===== src/rtl/usb_rx_pkt_decoder.sv =====
// Serial PID/handshake/DATAx decoder with residual CRC16 check; RX_STALL_PID_EN makes STALL a handshake.
// Status/error registered on the end_pkt (or 8th PID bit) edge; no backpressure, bit_valid gaps stall decoding.
module usb_rx_pkt_decoder #(
    parameter int MAX_BYTES = 8,
    parameter int CNT_W     = $clog2(MAX_BYTES*8+17),
    parameter int BC_W      = $clog2(MAX_BYTES+1)
) (
    input  logic                   clk,
    input  logic                   rst_n,
    input  logic                   abort,
    input  logic                   s_in,
    input  logic                   bit_valid,
    input  logic                   start_pkt,
    input  logic                   end_pkt,
    input  logic                   pkt_ack,
    output logic                   pkt_status,
    output logic [7:0]             rc_pid,
    output logic [MAX_BYTES*8-1:0] rc_data,
    output logic [BC_W-1:0]        byte_cnt,
    output logic                   crc_error,
    output logic                   pid_error,
    output logic                   len_error,
    output logic                   busy
);
    localparam int               WIN_W    = MAX_BYTES*8 + 16;
    localparam logic [CNT_W-1:0] MAX_BITS = CNT_W'(WIN_W);
    localparam logic [15:0]      CRC_INIT = 16'hFFFF;
    localparam logic [15:0]      CRC_RES  = 16'h800D;

    typedef enum logic [2:0] {S_IDLE, S_PID, S_HS_EOP, S_DATA, S_DONE, S_ERROR} state_t;
    state_t state, state_nxt;

    logic [CNT_W-1:0] cnt, cnt_inc, cnt_end;
    logic [15:0]      crc, crc_bit, crc_end;
    logic [WIN_W-1:0] win;
    logic [7:0]       pid_nxt;
    logic             pid_hs, pid_data, pid_last;
    logic             set_status, set_crc, set_pid, set_len;

    assign pid_nxt  = {rc_pid[6:0], s_in};
    assign pid_last = bit_valid && (cnt == CNT_W'(7));
    assign pid_data = (pid_nxt == 8'hC3) || (pid_nxt == 8'hD2);
`ifdef RX_STALL_PID_EN
    assign pid_hs   = (pid_nxt == 8'h4B) || (pid_nxt == 8'h5A) || (pid_nxt == 8'h78);
`else
    assign pid_hs   = (pid_nxt == 8'h4B) || (pid_nxt == 8'h5A);
`endif

    assign cnt_inc = cnt + CNT_W'(1);
    assign crc_bit = {crc[14:0], 1'b0} ^ ((crc[15] ^ s_in) ? 16'h8005 : 16'h0000);
    // The bit arriving with end_pkt must be folded in before the final checks.
    assign cnt_end = bit_valid ? cnt_inc : cnt;
    assign crc_end = bit_valid ? crc_bit : crc;

    always_ff @(posedge clk or negedge rst_n) begin
        if (!rst_n) state <= S_IDLE;
        else        state <= state_nxt;
    end

    always_comb begin
        set_status = 1'b0;
        set_crc    = 1'b0;
        set_pid    = 1'b0;
        set_len    = 1'b0;
        busy       = (state != S_IDLE);
        if (!abort) begin
            case (state)
                S_PID: begin
                    if (pid_last) begin
                        if (!(pid_hs || pid_data)) set_pid = 1'b1;
                        else if (end_pkt) begin
                            if (pid_hs) set_status = 1'b1;
                            else        set_len    = 1'b1;
                        end
                    end else if (end_pkt) begin
                        set_len = 1'b1;
                    end
                end
                S_HS_EOP: begin
                    if (bit_valid)    set_len    = 1'b1;
                    else if (end_pkt) set_status = 1'b1;
                end
                S_DATA: begin
                    if (bit_valid && cnt == MAX_BITS) set_len = 1'b1;
                    else if (end_pkt) begin
                        if (cnt_end < CNT_W'(16) || cnt_end[2:0] != 3'd0) set_len = 1'b1;
                        else if (crc_end != CRC_RES)                       set_crc = 1'b1;
                        else                                               set_status = 1'b1;
                    end
                end
                default: ;
            endcase
        end
    end

    always_comb begin
        state_nxt = state;
        if (abort) begin
            state_nxt = S_IDLE;
        end else begin
            case (state)
                S_IDLE: if (start_pkt && bit_valid) state_nxt = S_PID;
                S_PID: begin
                    if (set_pid || set_len)  state_nxt = S_ERROR;
                    else if (set_status)     state_nxt = S_DONE;
                    else if (pid_last)       state_nxt = pid_hs ? S_HS_EOP : S_DATA;
                end
                S_HS_EOP, S_DATA: begin
                    if (set_len || set_crc)  state_nxt = S_ERROR;
                    else if (set_status)     state_nxt = S_DONE;
                end
                S_DONE, S_ERROR: if (pkt_ack) state_nxt = S_IDLE;
                default: state_nxt = S_IDLE;
            endcase
        end
    end

    always_ff @(posedge clk or negedge rst_n) begin
        if (!rst_n) begin
            cnt        <= '0;
            crc        <= CRC_INIT;
            win        <= '0;
            rc_pid     <= '0;
            rc_data    <= '0;
            byte_cnt   <= '0;
            pkt_status <= 1'b0;
            crc_error  <= 1'b0;
            pid_error  <= 1'b0;
            len_error  <= 1'b0;
        end else if (abort) begin
            cnt        <= '0;
            crc        <= CRC_INIT;
            pkt_status <= 1'b0;
            crc_error  <= 1'b0;
            pid_error  <= 1'b0;
            len_error  <= 1'b0;
        end else begin
            case (state)
                S_IDLE: if (start_pkt && bit_valid) begin
                    rc_pid <= pid_nxt;
                    cnt    <= CNT_W'(1);
                end
                S_PID: if (bit_valid) begin
                    rc_pid <= pid_nxt;
                    cnt    <= cnt_inc;
                    if (state_nxt == S_DATA) begin
                        cnt <= '0;
                        crc <= CRC_INIT;
                        win <= '0;
                    end
                end
                S_DATA: begin
                    if (bit_valid && cnt != MAX_BITS) begin
                        win <= {win[WIN_W-2:0], s_in};
                        cnt <= cnt_inc;
                        crc <= crc_bit;
                    end
                    // Window was cleared on entry, so unused upper payload bits read as 0.
                    if (set_status) begin
                        rc_data  <= bit_valid ? win[WIN_W-2:15] : win[WIN_W-1:16];
                        byte_cnt <= BC_W'((cnt_end - CNT_W'(16)) >> 3);
                    end
                end
                S_DONE, S_ERROR: if (pkt_ack) begin
                    cnt        <= '0;
                    crc        <= CRC_INIT;
                    pkt_status <= 1'b0;
                    crc_error  <= 1'b0;
                    pid_error  <= 1'b0;
                    len_error  <= 1'b0;
                end
                default: ;
            endcase
            if (set_status) pkt_status <= 1'b1;
            if (set_crc)    crc_error  <= 1'b1;
            if (set_pid)    pid_error  <= 1'b1;
            if (set_len)    len_error  <= 1'b1;
        end
    end
endmodule


===== config.mk =====
export PLATFORM = sky130hd
export DESIGN_NAME = usb_rx_pkt_decoder
export DESIGN_NICKNAME = d
export VERILOG_FILES = /design/src/rtl/usb_rx_pkt_decoder.sv
export SDC_FILE = /design/constraint.sdc
export NUM_CORES = 1
export LEC_CHECK = 0
export BUFFER_PORTS_ARGS = -buffer_cell sky130_fd_sc_hd__buf_4
export CORE_AREA = 2 2 140 170
export DETAILED_ROUTE_END_ITERATION = 10
export DIE_AREA = 0 0 142 172
export GPL_ROUTABILITY_DRIVEN = 1
export HOLD_SLACK_MARGIN = 0.02
export PLACE_DENSITY = 0.63
export SLEW_MARGIN = 20
export SYNTH_ARGS = -nofsm -noshare
export SYNTH_HDL_FRONTEND = slang
export SYNTH_SLANG_ARGS = --single-unit

===== constraint.sdc =====
create_clock -name clk -period 2.3 [get_ports clk]
set_input_delay 0.575 -clock clk [delete_from_list [all_inputs] [get_ports clk]]
set_output_delay 0.575 -clock clk [all_outputs]
set_load 0.01 [all_outputs]

==> results.yml <==
synthesis:
  synth_cells: 917
  yosysTopAreaCellShare_pct: 47.43
  yosysMostFrequentCell: "dfrtp_1"
  syn_avg_cell_area_um2: 9.780
  synth_edf_count: 0
  ys_types: 66
  async_reset_ff_share_pct: 100.0
  yosysTopAreaCell: "dfrtp_1"
  synth_nets: 928
  synth_area_leaders: "dfrtp_1 (47%), o21ai_0 (7.5%), mux2i_1 (7.1%)"
  ys_seq_area_share_pct: 52.12
  netlist_area_um2: 8969
  ys_ff_latch: 186
  ys.flop_type: "dfrtp_1"
  synth-warning-count: 0
  synth_commonest_cells: "dfrtp_1 (170), nand2_1 (168), o21ai_0 (134)"
power:
  ir_drop_mv: 0.5639
  switching_power_uw: 2629
  clock_power_share_pct: 36.3
  p_leak_uw: 0.005562
  switching_share_pct: 30.62
  pwr-share-seq_pct: 47.2
  power_density_nw_per_um2: 717.8
  p_total_uw: 8585
  power_frac_comb_pct: 16.5
  internal-power_uw: 5956
floorplan:
  dieArea_um2: 24420
  fp.dieH_um: 172
  fp-row-count: 61
  die_w_um: 142
  core-area_um2: 22820
  io_pins: 89
  start_util_pct: 39.30
final_layout:
  drive_gt1_share_pct: 33.09
  diodes: 0
  num-nets-final: 1080
  syn_to_final_growth_pct: 33.36
  stdcell_count: 1365
critical_path:
  critPathLaunchType: "flip-flop"
  criticalPathCategory: "reg -> reg"
  r2r_slack_ns: -0.17
  path_max_fanout: 8
  r2r-start: "crc[0]"
  arrival_ns: 2.84
  reg2reg_to: "crc[3]"
  cp-endpoint: "crc[3]"
  reg2reg_depth: 9
  worstSetupEndpointType: "flip-flop"
  crit_start: "crc[0]"
  cp.required_ns: 2.67
place:
  place_inst: 1314
  portBuffers: 88
  gp_congestion: 0.9047
  dp_hpwl_um: 14030
  place_ws_ns: -0.3776
clock_tree:
  cts.htree.levels: 4
  cts.sinks: 186
  cts_buffer_depth: 2
  cts_tree: "yes"
  clk_latency_ns: 0.45
  cts_root_buf: "clkbuf_16"
  clk_pin_slew_ns: 0.07
  cts-buffers-inserted: 17
timing:
  fmax_ghz: 0.4052
  finalSetupViolations: 92
  worst_clock_skew_ns: 0.01944
  max_slew_margin_pct: 66.06
  tightest_slew_ns: 0.5091
  rsz0062_at_grt: "yes"
  slew_viol_final: 0
  final_hold_viol_count: 0
  tns_ns: -10.58
  fin_crit_ns: 2.468
  period_share_pct: 107.3
  worst_slack_ns: -0.1679
drt:
  drtPass1Iterations: 5
  drt_iter0_drc: 487
  wl_um: 22640
  dr_total_vias: 7434
  via_per_inst: 5.446
  drc: 0
  wl_per_cell_um: 16.58
  ant_nets: 0
run_status:
  status: "complete, but fails checks"
  violations: "setup timing"
worst_hold_path:
  min_path_type: "in -> async"
flow_run:
  max_cap_viol_count: 0
global_routing:
  antenna_found_initial: 0
  grt_pass1_wl_um: 37000
  grt_max_degree: 81
  grt_pass1_vias: 7154
  gr-usage-all-layers_pct: 18.77
  grt_overflow: 0
==> power by group through the flow <==
stage	Sequential, µW	Clock [µW]	Combinational (µW)
3_5_place_dp	4100	0	1260
2_1_floorplan	4040	0	729
4_1_cts	4040	3170	1340
5_1_grt	4120	3300	1580
3_3_place_gp	4090	0	1240
6_report	4050	3110	1420
==> cell families (layout without fill, tap and decap cells) <==
family | after synthesis | count (layout) | share of synthesized area [%]
AO/OA/AOI/OAI | 310 | 310 | 21.72
XOR/XNOR | 10 | 10 | 0.9765
adder cells (fa/ha/maj) | 3 | 3 | 0.4186
buffers and inverters | 94 | 259 | 4.297
flip-flops | 186 | 186 | 52.12
multiplexers | 73 | 73 | 8.273
AND/OR/NAND/NOR | 241 | 241 | 12.19
==> area by class of cell <==
type | instances | area [µm²]
inverters | 23 | 86.33
flip-flops and latches | 186 | 4678
clock buffers | 17 | 425.4
well taps | 283 | 354.1
clock inverters | 15 | 217.7
repair buffers | 204 | 1916
fillers | 2036 | 10860
multi-input cells | 637 | 4283
==> per-layer routing <==
| layer | part of all wire, % | routed length, µm | global-route usage [%] |
|---|---|---|---|
| met3 | 3.7 | 844 | 2.409 |
| met5 | 0 | 0 | 0 |
| met2 | 49 | 11060 | 31.74 |
| met4 | 1.3 | 300 | 5.826 |
| met1 | 46 | 10440 | 25.19 |
==> layout by cell type, fill, tap and decap left out, drive strengths merged, types with 4 or more instances in the layout <==
cell    Yosys  final
o21ai     158    158
nand2     168    168
nand3       8      8
mux2        9      9
nor4        5      5
inv        23     28
a22oi      81     81
o22ai      16     16
dfstp      16     16
nor3        7      7
nand4       8      8
clkbuf     58     20
nor2       17     17
nor2b       4      4
clkinv      0      7
o31ai       5      5
dfrtp     170    170
nand2b      4      4
buf        13    201
xnor2       4      4
xor2        6      6
mux2i      64     64
a21oi      25     25
==> metrics by stage <==
| step | hold slack (ns) | area, µm² | utilization [%] |
|---|---|---|---|
| after floorplan | 0.2794 | 9014 | - |
| after global placement | 0.4622 | 10600 | 46.45 |
| after detailed placement | 0.4715 | 10600 | 46.45 |
| after CTS | 0.1118 | 11670 | 51.15 |
| after global routing | 0.1151 | 11960 | 52.41 |
| final | 0.09298 | 11960 | 52.41 |
==> critical path: stages (launching register included) <==
cell      delay (ns)
dfstp_2         0.54
inv_2           0.04
or4_4           0.55
a21oi_4         0.19
a32oi_4         0.16
o2111a_2        0.31
a211oi_4        0.25
buf_6           0.16
buf_12          0.13
a21oi_1         0.07
==> worst min path at each step <==
stage / startpoint / end / depth (start not counted)
after global placement: pid_error / pid_error / 1
after global routing: rst_n / rc_pid[2] / 1
after detailed placement: rc_data[14] / rc_data[14] / 2
final: rst_n / rc_pid[2] / 1
after floorplan: rst_n / byte_cnt[0] / 0
after CTS: rst_n / rc_pid[7] / 1
==> flip-flops by register name (all words and copies together) (netlist names) <==
| register | cells |
|---|---|
| cnt | 7 |
| byte_cnt | 4 |
| pkt_status | 1 |
| len_error | 1 |
| win | 80 |
| rc_data | 64 |
| crc_error | 1 |
| state | 3 |
| crc | 16 |
| pid_error | 1 |
| rc_pid | 8 |
==> what timing repair did <==
action	CTS	global route
hold buffers	0	0
resized for setup	83	73
pin swaps	18	42
buffers inserted	9	3
cloned	6	2
endpoints found under the setup margin	146	148
No activity file was read; power rests on OpenSTA's default activity.
